**config.mk**
```make
export PLATFORM = sky130hd
export DESIGN_NAME = letter_line_ctrl
export DESIGN_NICKNAME = d
export VERILOG_FILES = /design/src/rtl/letter_line_ctrl.sv
export SDC_FILE = /design/constraint.sdc
export NUM_CORES = 1
export LEC_CHECK = 0
export BUFFER_PORTS_ARGS = -buffer_cell sky130_fd_sc_hd__buf_2
export CAP_MARGIN = 20
export CORE_UTILIZATION = 40
export DETAILED_ROUTE_END_ITERATION = 6
export GPL_ROUTABILITY_DRIVEN = 0
export PLACE_DENSITY = 0.53
export SLEW_MARGIN = 5
export SYNTH_ARGS = -nofsm -noshare
export SYNTH_HDL_FRONTEND = slang
export SYNTH_SLANG_ARGS = --single-unit
```
**constraint.sdc**
```tcl
create_clock -name CLK -period 6.8 [get_ports CLK]
set_input_delay 1.36 -clock CLK [delete_from_list [all_inputs] [get_ports CLK]]
set_output_delay 1.36 -clock CLK [all_outputs]
set_load 0.02 [all_outputs]
```
**src/rtl/letter_line_ctrl.sv**
```systemverilog
// Display-line letter store: strobe edge -> ring buffer with backspace, clear sweep and scroll-on-full.
// Events act two edges after sampling, reads return one edge after RD_IDX; no backpressure, events during BUSY are dropped.
module letter_line_ctrl #(
  parameter int         DEPTH = 16,
  parameter int         IW    = 4,
  parameter logic [4:0] BLANK = 5'd31
) (
  input  logic          CLK,
  input  logic          RESET,
  input  logic          STROBE,
  input  logic [4:0]    LETTER,
  input  logic          BKSP,
  input  logic          CLR,
  input  logic [IW-1:0] RD_IDX,
  output logic [4:0]    RD_LETTER,
  output logic [IW:0]   COUNT,
  output logic          FULL,
  output logic          BUSY,
  output logic          DROP
);

  typedef enum logic {ST_CLEAR, ST_IDLE} state_t;

  localparam logic [IW:0]   DEPTH_C  = (IW+1)'(DEPTH);
  localparam logic [IW-1:0] LAST_C   = IW'(DEPTH - 1);
  localparam logic [IW-1:0] ONE_I    = IW'(1);
  localparam logic [IW:0]   ONE_C    = (IW+1)'(1);
  localparam logic [4:0]    MAX_CODE = 5'd25;

  state_t        state_q, state_d;
  logic [IW-1:0] sweep_q, sweep_d;
  logic [IW-1:0] head_q, head_d;
  logic [IW:0]   count_q, count_d;
  logic          strobe_q, strobe_d;
  logic          ev_q, ev_d;
  logic [4:0]    letter_q, letter_d;
  logic          bksp_q, bksp_d;
  logic          clr_q, clr_d;
  logic          drop_q, drop_d;
  logic          full_q, full_d;
  logic [4:0]    rd_letter_q, rd_letter_d;

  logic [4:0]    mem_q [DEPTH];
  logic          wr_en;
  logic [IW-1:0] wr_addr;
  logic [4:0]    wr_dat;
  logic [IW-1:0] cnt_lo;

  assign cnt_lo = count_q[IW-1:0];

  always_comb begin
    state_d  = state_q;
    sweep_d  = sweep_q;
    head_d   = head_q;
    count_d  = count_q;
    wr_en    = 1'b0;
    wr_addr  = sweep_q;
    wr_dat   = BLANK;
    strobe_d = STROBE;
    ev_d     = STROBE & ~strobe_q;
    letter_d = LETTER;
    bksp_d   = BKSP;
    clr_d    = CLR;

    case (state_q)
      ST_CLEAR: begin
        if (clr_q) begin
          sweep_d = '0;
        end else begin
          wr_en   = 1'b1;
          wr_addr = sweep_q;
          sweep_d = sweep_q + ONE_I;
          if (sweep_q == LAST_C) begin
            state_d = ST_IDLE;
            head_d  = '0;
            count_d = '0;
          end
        end
      end
      default: begin
        if (clr_q) begin
          state_d = ST_CLEAR;
          sweep_d = '0;
        end else if (bksp_q) begin
          if (count_q != '0) begin
            wr_en   = 1'b1;
            wr_addr = head_q + cnt_lo - ONE_I;
            count_d = count_q - ONE_C;
          end
        end else if (ev_q && (letter_q <= MAX_CODE)) begin
          wr_en  = 1'b1;
          wr_dat = letter_q;
          // Full line scrolls: overwrite the oldest cell and move the left edge.
          if (count_q == DEPTH_C) begin
            wr_addr = head_q;
            head_d  = head_q + ONE_I;
          end else begin
            wr_addr = head_q + cnt_lo;
            count_d = count_q + ONE_C;
          end
        end
      end
    endcase

    full_d = (count_d == DEPTH_C);
    // The drop decision uses the state the event will meet one edge later.
    if (state_d == ST_CLEAR) begin
      drop_d = ev_d | bksp_d;
    end else begin
      drop_d = ev_d & ~clr_d & ~bksp_d & (letter_d > MAX_CODE);
    end

    if ((state_q == ST_IDLE) && ({1'b0, RD_IDX} < count_q)) begin
      rd_letter_d = mem_q[head_q + RD_IDX];
    end else begin
      rd_letter_d = BLANK;
    end
  end

  always_ff @(posedge CLK or negedge RESET) begin
    if (!RESET) begin
      state_q     <= ST_CLEAR;
      sweep_q     <= '0;
      head_q      <= '0;
      count_q     <= '0;
      strobe_q    <= 1'b1;
      ev_q        <= 1'b0;
      letter_q    <= '0;
      bksp_q      <= 1'b0;
      clr_q       <= 1'b0;
      drop_q      <= 1'b0;
      full_q      <= 1'b0;
      rd_letter_q <= BLANK;
    end else begin
      state_q     <= state_d;
      sweep_q     <= sweep_d;
      head_q      <= head_d;
      count_q     <= count_d;
      strobe_q    <= strobe_d;
      ev_q        <= ev_d;
      letter_q    <= letter_d;
      bksp_q      <= bksp_d;
      clr_q       <= clr_d;
      drop_q      <= drop_d;
      full_q      <= full_d;
      rd_letter_q <= rd_letter_d;
    end
  end

  always_ff @(posedge CLK) begin
    if (wr_en) begin
      mem_q[wr_addr] <= wr_dat;
    end
  end

  assign RD_LETTER = rd_letter_q;
  assign COUNT     = count_q;
  assign FULL      = full_q;
  assign BUSY      = (state_q == ST_CLEAR);
  assign DROP      = drop_q;

endmodule

```
# After elaboration in Yosys (flattened, before gate mapping)
# Memory sizes are Yosys's and may differ from the RTL's.
# Index checks and enable logic that the tools add are counted.
[totals]
input_bits = 14
ff_bits = 30
wordCells = 86
output_inout_bits = 13
mem_count = 1
ramBits = 80
[mem_list]
columns = ["memory", "depth", "word_bits", "read_ports", "rd_clocked_by_memory_dff", "wr", "line_no", "source"]
rows = [
  ["mem_q", 16, 5, 1, 0, 1, "43", "logic [4:0] mem_q [DEPTH];"],
]
[classes]
bitwise_logic = 10
mux = 41
n_lt_le_gt_ge = 3
eq_ne = 7
n_addsub = 7
n_reduce_logical = 5
[op_table]
columns = ["op", "n"]
rows = [
  ["5-bit 2-to-1 mux", 13],
  ["4-bit 2-to-1 mux", 16],
  ["1-bit 2-to-1 mux", 12],
  ["5-bit == test, second input constant", 2],
  ["4-bit by 1-bit adder with 4-bit output, second input constant", 2],
  ["4-bit adder", 2],
  ["2-bit by 1-bit inequality test with 1-bit output, second input constant", 3],
  ["5-bit by 1-bit adder with 5-bit output, second input constant", 1],
  ["5-bit greater-than comparator, second input constant", 1],
  ["5-bit less-or-equal comparator, second input constant", 1],
  ["4-bit by 5-bit < comparator with 1-bit output", 1],
  ["1-bit inverter", 5],
  ["5-bit AND reduction", 1],
  ["5-bit nonzero test", 1],
  ["5-bit by 1-bit subtractor with 5-bit output, second input constant", 1],
  ["1-bit AND", 4],
  ["4-bit == test, second input constant", 1],
  ["4-bit by 1-bit subtractor with 4-bit output, second input constant", 1],
  ["1-bit logical AND", 2],
  ["2-bit inequality test, second input constant", 1],
  ["2-bit nonzero test", 1],
  ["1-bit bitwise OR", 1],
]

# Depth between registers and ports, before layout
# Gate-level depths: netlist of run 1.
[depth]
ltp_word = 8
mapped_depth = 9
depth_no_buf = 9

# Least setup slack after synthesis of run 1
# Ideal clock, no wire load.
[synth_timing]
path_type = "input -> register"
from = "input port RD_IDX[0]"
to = "register rd_letter_q[0], in the netlist RD_LETTER[0]"
n_path_buf = 2
path_slack_ns = 3.160
path_stages = 9
arrival_time_ns = 3.555
setup_time_ns = 0.084
t_required_ns = 6.716
cell_sequence = "ha_1 > inv_1 > fa_1 > clkbuf_1 > clkbuf_1 > mux4_2 > mux2i_1 > a21oi_1 > or2_2"
[synth_via]
elab_chain_len = 3
elab_cells_between_ends = 5
classes_between = "add/sub (1); order compare (1); mux (1); reduce/logical (1); memory (1)"
[synth_lines]
columns = ["element", "line_no", "source"]
rows = [
  ["from (decl)", "14", "input logic [IW-1:0] RD_IDX,"],
  ["4-bit adder or 4-bit by 5-bit < comparator with 1-bit output (tied branches)", "114, 113", ""],
  ["memory 16 x 5 bit or 1-bit logical AND (tied branches)", "n/a", ""],
  ["5-bit 2-to-1 mux (*)", "113", "if ((state_q == ST_IDLE) && ({1'b0, RD_IDX} < count_q)) begin"],
  ["net rd_letter_d[0]", "41", "logic [4:0] rd_letter_q, rd_letter_d;"],
  ["to (signal assigned)", "146", "rd_letter_q <= rd_letter_d;"],
  ["to (decl)", "41", ""],
]
# Mark *: on every way through the listed nets, which the timed path passes. The rest lies on a longest branch.
# A chain may end at the register's enable or synchronous reset.

# Worst setup path after layout of run 1
[layout_timing]
from = "input port RD_IDX[0]"
to = "register rd_letter_q[2], in the netlist RD_LETTER[2]"
# The elaborated chain is that of the path after synthesis.

==> results.toml, run 1 <==
[synthesis]
synth_ff_type = "edfxtp_1"
syn_avg_cell_area_sq_um = 14.43
ys_ff_latch = 110
synth_area_sq_mm = 0.005179
ys_types = 62
synth-edff-count = 80
synth-async-reset-ratio = 0.2727
yosysSeqAreaShare = 0.6103
syn-num-nets = 390
synthCells = 359
yosysWarnings = 0

[setup_path]
crit_type = "input pin to flip-flop"
r2r_slack_ps = 3270
critPathBufInv = 2
crit_path_cell_trace = "buf_2 > ha_1 > inv_1 > fa_1 > mux4_2 > nor2b_1 > a211oi_1 > a21oi_1 > or2_2"
timing.rr.end = "mem_q[14][0]$_DFFE_PP_"
cp-start-kind = "input pin"
rr_worst_depth = 9
regToRegStartpoint = "COUNT[0]$_DFF_PN0_"
path_delay_family = "adder cells"
critPathMaxFanout = 20
critPathMaxStageDelay_ps = 1130
cp_data_arrival_time_ps = 3940
crit_required_ps = 7080
slowest_stage = "fa_1"
cp-end-kind = "flip-flop"

[sta]
setup_violations = 0
hold_ws_ps = 566.5
tns_ps = 0
post-route-period-util = 0.5375
slew_violations = 0
layout_setup_ws_ps = 3145
rsz0062_at_grt = "no"
worst_clock_skew_ps = 11.20
fmax_mhz = 273.6
min_period_ps = 3655
tightest_slew_ps = 968.5
finalHoldViolations = 0
slew_headroom = 0.3536

[power]
peakVddDrop_v = 0.0001209
pwr-share-comb = 0.044
p_per_area_mw_per_mm2 = 223.2
p_sw_frac = 0.2247
pwr-share-clk = 0.393
leakagePower_nw = 2.256
p_int_w = 0.001002
seq_power_share = 0.564
p_switching_w = 0.0002904

[clocking]
cts_num_sinks = 110
clk_pin_slew_ps = 80
cts_buffer_depth = 2
clk_latency_ps = 350
postCtsHoldBufs = 0
root_buffer = "clkbuf_16"
cts_setup_buffers = 0
numCtsBuffers = 9
htree_levels = 3
cts_resized = 0
cts_tree = "yes"

[routing]
wl_per_cell_um = 19.21
drc = 0
routed_via_density = 5.366
wirelength_um = 10860
drt-initial-drc-count = 212
vias = 3032
firstDrtPassIters = 4
ant_nets = 0

[die]
die-area_sq_mm = 0.01341
floorplan.rows = 41
die_w_um = 115.8
core_sq_mm = 0.01262
io_pins = 27
die_h_um = 115.8
start_util = 0.4104

[outcome]
outcome = "completed"

[cells_and_area]
synthToLayoutAreaGrowth_pct = 11.79
antennaDiodeCount = 0
drive_above_1_share = 0.2341
fin_nets = 419

[global_routing]
grt_overflow = 0
grt_max_degree = 31
grt_pass1_wl_um = 17330
antenna_found_initial = 0
grt_usage = 0.1781
grt_pass1_vias = 3002

[job]
max_cap_violations = 0

[worst_hold_path]
hold_depth = 1
min_to = "ev_q$_DFF_PN0_"
hp-class = "flip-flop to flip-flop"
hp-start = "strobe_q$_DFF_PN1_"

[placed_design]
port_buffers = 26
dp_hpwl_um = 7890
pre_cts_ws_ps = 2758
-- routing by layer --
metal / routed length [um] / GRT usage / vias up / part of all wire
met5: 0 / 0 / - / 0
met4: 117 / 0.06154 / 0 / 0.011
met3: 360 / 0.03033 / 8 / 0.033
met2: 5405 / 0.2960 / 63 / 0.50
met1: 4973 / 0.2369 / 1515 / 0.46
li1: - / - / 1446 / -
-- power by group through the flow --
stage               sequential, W  clock (W)  combinational [W]
finish                   0.000729   0.000507          0.0000565
global placement         0.000743          0          0.0000566
global route             0.000730   0.000546          0.0000644
CTS                      0.000729   0.000519          0.0000576
detailed placement       0.000743          0          0.0000574
floorplan                0.000739          0          0.0000413
-- layout make-up --
type	instances	area (sq um)
Clock buffer	10	229.0
Clock inverter	6	53.80
Fill cell	1153	6830
Inverter	12	45.04
Multi-Input combinational cell	224	1918
Sequential cell	110	3161
Tap cell	172	215.2
Timing Repair Buffer	31	167.7
-- cells by family (layout without fill, tap and decap cells) --
family | after synthesis | in the layout | synth area share
AO/OA/AOI/OAI | 58 | 58 | 0.07611
XOR/XNOR | 12 | 12 | 0.02029
adder cells (fa/ha/maj) | 17 | 17 | 0.04397
buffers and inverters | 25 | 59 | 0.02174
flip-flops | 110 | 110 | 0.6103
multiplexers | 29 | 29 | 0.1046
AND/OR/NAND/NOR | 108 | 108 | 0.1230
-- Yosys cell counts, types with 3 or more instances --
cell type   n  area share
mux4_2     20       0.087
dfstp_2     6       0.030
xnor2_1     4      0.0068
nand3_1     8      0.0077
clkbuf_1    8      0.0058
or2_2       7      0.0085
a21oi_1    16       0.015
ha_1       15       0.036
a21o_1      4      0.0058
buf_2       3      0.0029
nand4_1     5      0.0060
edfxtp_1   80        0.46
nor3_1      5      0.0048
mux2i_1     8       0.015
nand2_1    14       0.010
a211oi_1    6      0.0087
dfrtp_1    24        0.12
or3_1       3      0.0036
o221ai_1    3      0.0051
o21ai_0    10      0.0097
nor4b_1     4      0.0068
inv_1      11      0.0080
nor2_1     26       0.019
xor2_1      8       0.014
nor2b_1    13       0.016
-- layout by cell type (no fill, tap or decap), types with 3 or more instances in the layout --
cell / count
edfxtp_1: 80
nor2_1: 26
buf_2: 26
dfrtp_1: 24
mux4_2: 20
a21oi_1: 16
ha_1: 15
nand2_1: 14
nor2b_1: 13
inv_1: 11
o21ai_0: 10
clkbuf_16: 9
nand3_1: 8
mux2i_1: 8
xor2_1: 8
or2_2: 7
dfstp_2: 6
a211oi_1: 6
nand4_1: 5
nor3_1: 5
buf_4: 5
a21o_1: 4
xnor2_1: 4
or3_1: 3
o221ai_1: 3
nor4b_2: 3
-- flip-flops by register name, summed over array words and instances (netlist names) --
register	cells
strobe_q	1
ev_q	1
sweep_q	4
head_q	4
DROP	1
clr_q	1
mem_q	80
RD_LETTER	5
letter_q	5
state_q	1
bksp_q	1
FULL	1
COUNT	5
-- worst max-delay path by stage --
stage / from / to / slack, ps / cells past startpoint
6_report: RD_IDX[0] / RD_LETTER[2]$_DFF_PN1_ / 3140 / 9
5_1_grt: RD_IDX[0] / RD_LETTER[0]$_DFF_PN1_ / 2890 / 9
4_1_cts: RD_IDX[0] / RD_LETTER[2]$_DFF_PN1_ / 3120 / 9
3_5_place_dp: RD_IDX[0] / RD_LETTER[0]$_DFF_PN1_ / 2760 / 9
3_3_place_gp: RD_IDX[0] / RD_LETTER[4]$_DFF_PN1_ / 2790 / 9
2_1_floorplan: RD_IDX[0] / RD_LETTER[0]$_DFF_PN1_ / 3160 / 9
-- through the flow --
step / power [W] / instance area (sq um) / utilization / cells
after floorplan: 0.0007805 / 5179 / - / 359
after global placement: 0.0007997 / 5507 / 0.4363 / 549
after detailed placement: 0.0008007 / 5507 / 0.4363 / 549
after CTS: 0.001305 / 5789 / 0.4588 / 565
after global routing: 0.001340 / 5789 / 0.4588 / 565
final: 0.001292 / 5789 / 0.4588 / 565
No activity file was read; power rests on OpenSTA's default activity.
==> run 2: changes to the inputs <==
Settings changed: PLACE_DENSITY 0.53 to 0.55.
Clock period 6.8 ns to 3.3 ns, I/O delays scaled along.
==> results.toml, run 2 (synthesized netlist as in run 1, its figures left out) <==
[clocking]
numCtsBuffers = 9
clk_pin_slew_ps = 70
clk_latency_ps = 350
postCtsHoldBufs = 0
htree_levels = 3
cts_tree = "yes"
cts_buffer_depth = 2
cts_num_sinks = 110
root_buffer = "clkbuf_16"
cts_setup_buffers = 0
cts_resized = 0

[setup_path]
crit_type = "flip-flop to flip-flop"
critPathMaxFanout = 9
cp-end-kind = "flip-flop"
cp-start-kind = "flip-flop"
crit_required_ps = 3370
cp_data_arrival_time_ps = 3210

[sta]
slew_headroom = 0.3366
hold_ws_ps = 357.3
worst_clock_skew_ps = 14.60
min_period_ps = 3147
post-route-period-util = 0.9537
slew_violations = 0
fmax_mhz = 317.7
finalHoldViolations = 0
setup_violations = 0
tns_ps = 0
tightest_slew_ps = 988.0

[routing]
drt-initial-drc-count = 231
routed_via_density = 5.360
dr_wl_met2_um = 5489
wl_met1_um = 5193
wl_per_cell_um = 19.17
ant_nets = 0
routed.top_layer = "met4"
vias = 3125
firstDrtPassIters = 4
wirelength_um = 11180
wl_met3_um = 330
drc = 0

[placed_design]
dp_hpwl_um = 8085
port_buffers = 26
place_inst = 567

[cells_and_area]
nFillCells = 1149
post-route-util = 0.4710
fin_nets = 437
fin_cells = 583
final_cell_mix = "80 x edfxtp_1, 26 x buf_2, 25 x nor2_1, 24 x dfrtp_1, 22 x buf_4"
antennaDiodeCount = 0
drive_above_1_share = 0.2652
synthToLayoutAreaGrowth_pct = 14.79
mostFrequentLayoutCell = "edfxtp_1"
regMostFlops = "mem_q"
largest_reg_flops = 80

[die]
floorplan.rows = 41
die_w_um = 115.8
die_h_um = 115.8
start_util = 0.4104
die-area_sq_mm = 0.01341
core_sq_mm = 0.01262
io_pins = 27

[global_routing]
grt_overflow = 0
grt_pass1_vias = 3122
grt_pass1_wl_um = 17410
grt_max_degree = 31
grt_usage = 0.1816
antenna_found_initial = 0

[power]
peakVddDrop_v = 0.0002221
power_w = 0.002674
leakagePower_nw = 2.345
p_per_area_mw_per_mm2 = 449.9

[job]
max_cap_violations = 0

[outcome]
outcome = "completed"

[worst_hold_path]
hp-class = "input pin to asynchronous set/reset pin"
[run 2: cell count changes in the layout (fill, tap and decap cells not counted), moves of 2 or more]
cell      before  now
clkbuf_1       1    4
o221ai_2       0    2
buf_4          5   22
o221ai_1       3    1
inv_6          2    0
inv_8          2    0
[run 2: cell type report]
cell class | count | area, sq um | area share
clock buffers | 14 | 265.3 | 0.04462
flip-flops and latches | 110 | 3161 | 0.5317
well taps | 172 | 215.2 | 0.03620
repair buffers | 49 | 315.3 | 0.05304
inverters | 12 | 45.04 | 0.007577
clock inverters | 2 | 16.27 | 0.002736
multi-input cells | 224 | 1927 | 0.3241
[run 2: power by group]
group / total, W / internal (W) / switching, W
clock network: 0.00104 / 0.000561 / 0.000478
logic: 0.000131 / 0.0000590 / 0.0000724
registers: 0.00150 / 0.00149 / 0.0000179
total: 0.00267 / 0.00211 / 0.000568
[run 2: stage by stage]
step | area, sq um | setup slack [ps]
CTS | 5923 | 105.2
detailed placement | 5642 | 122.0
global route | 5944 | -13.38
finish | 5944 | 152.9
floorplan | 5179 | 15.10
global placement | 5642 | 132.0
[run 2: routing by layer]
| layer | GRT usage | vias up |
|---|---|---|
| li1 | - | 1486 |
| met1 | 0.2499 | 1566 |
| met2 | 0.2849 | 61 |
| met3 | 0.02824 | 12 |
| met4 | 0.08291 | 0 |
| met5 | 0 | - |
[run 2: path summary, 6_finish.rpt]
check,start,endpoint,slack [ps],depth (start not counted)
max,COUNT[0]$_DFF_PN0_,mem_q[10][2]$_DFFE_PP_,150,10
min reg2reg,strobe_q$_DFF_PN1_,ev_q$_DFF_PN0_,580,1
max reg2reg,COUNT[0]$_DFF_PN0_,mem_q[10][2]$_DFFE_PP_,150,10
min in group CLK,STROBE,strobe_q$_DFF_PN1_,420,1
max in group asynchronous,RESET,letter_q[3]$_DFF_PN0_,2470,1
min,RESET,head_q[0]$_DFFE_PN0P_,360,1
[run 2: worst max-delay path, cell delays in order, from the launching register on]
cell      delay, ps
dfrtp_1         480
ha_1            270
fa_1            540
inv_1            60
ha_1            250
and3_2          170
o21ai_0         180
o221ai_2        170
nand2b_4        210
nor4b_1         300
buf_4           210
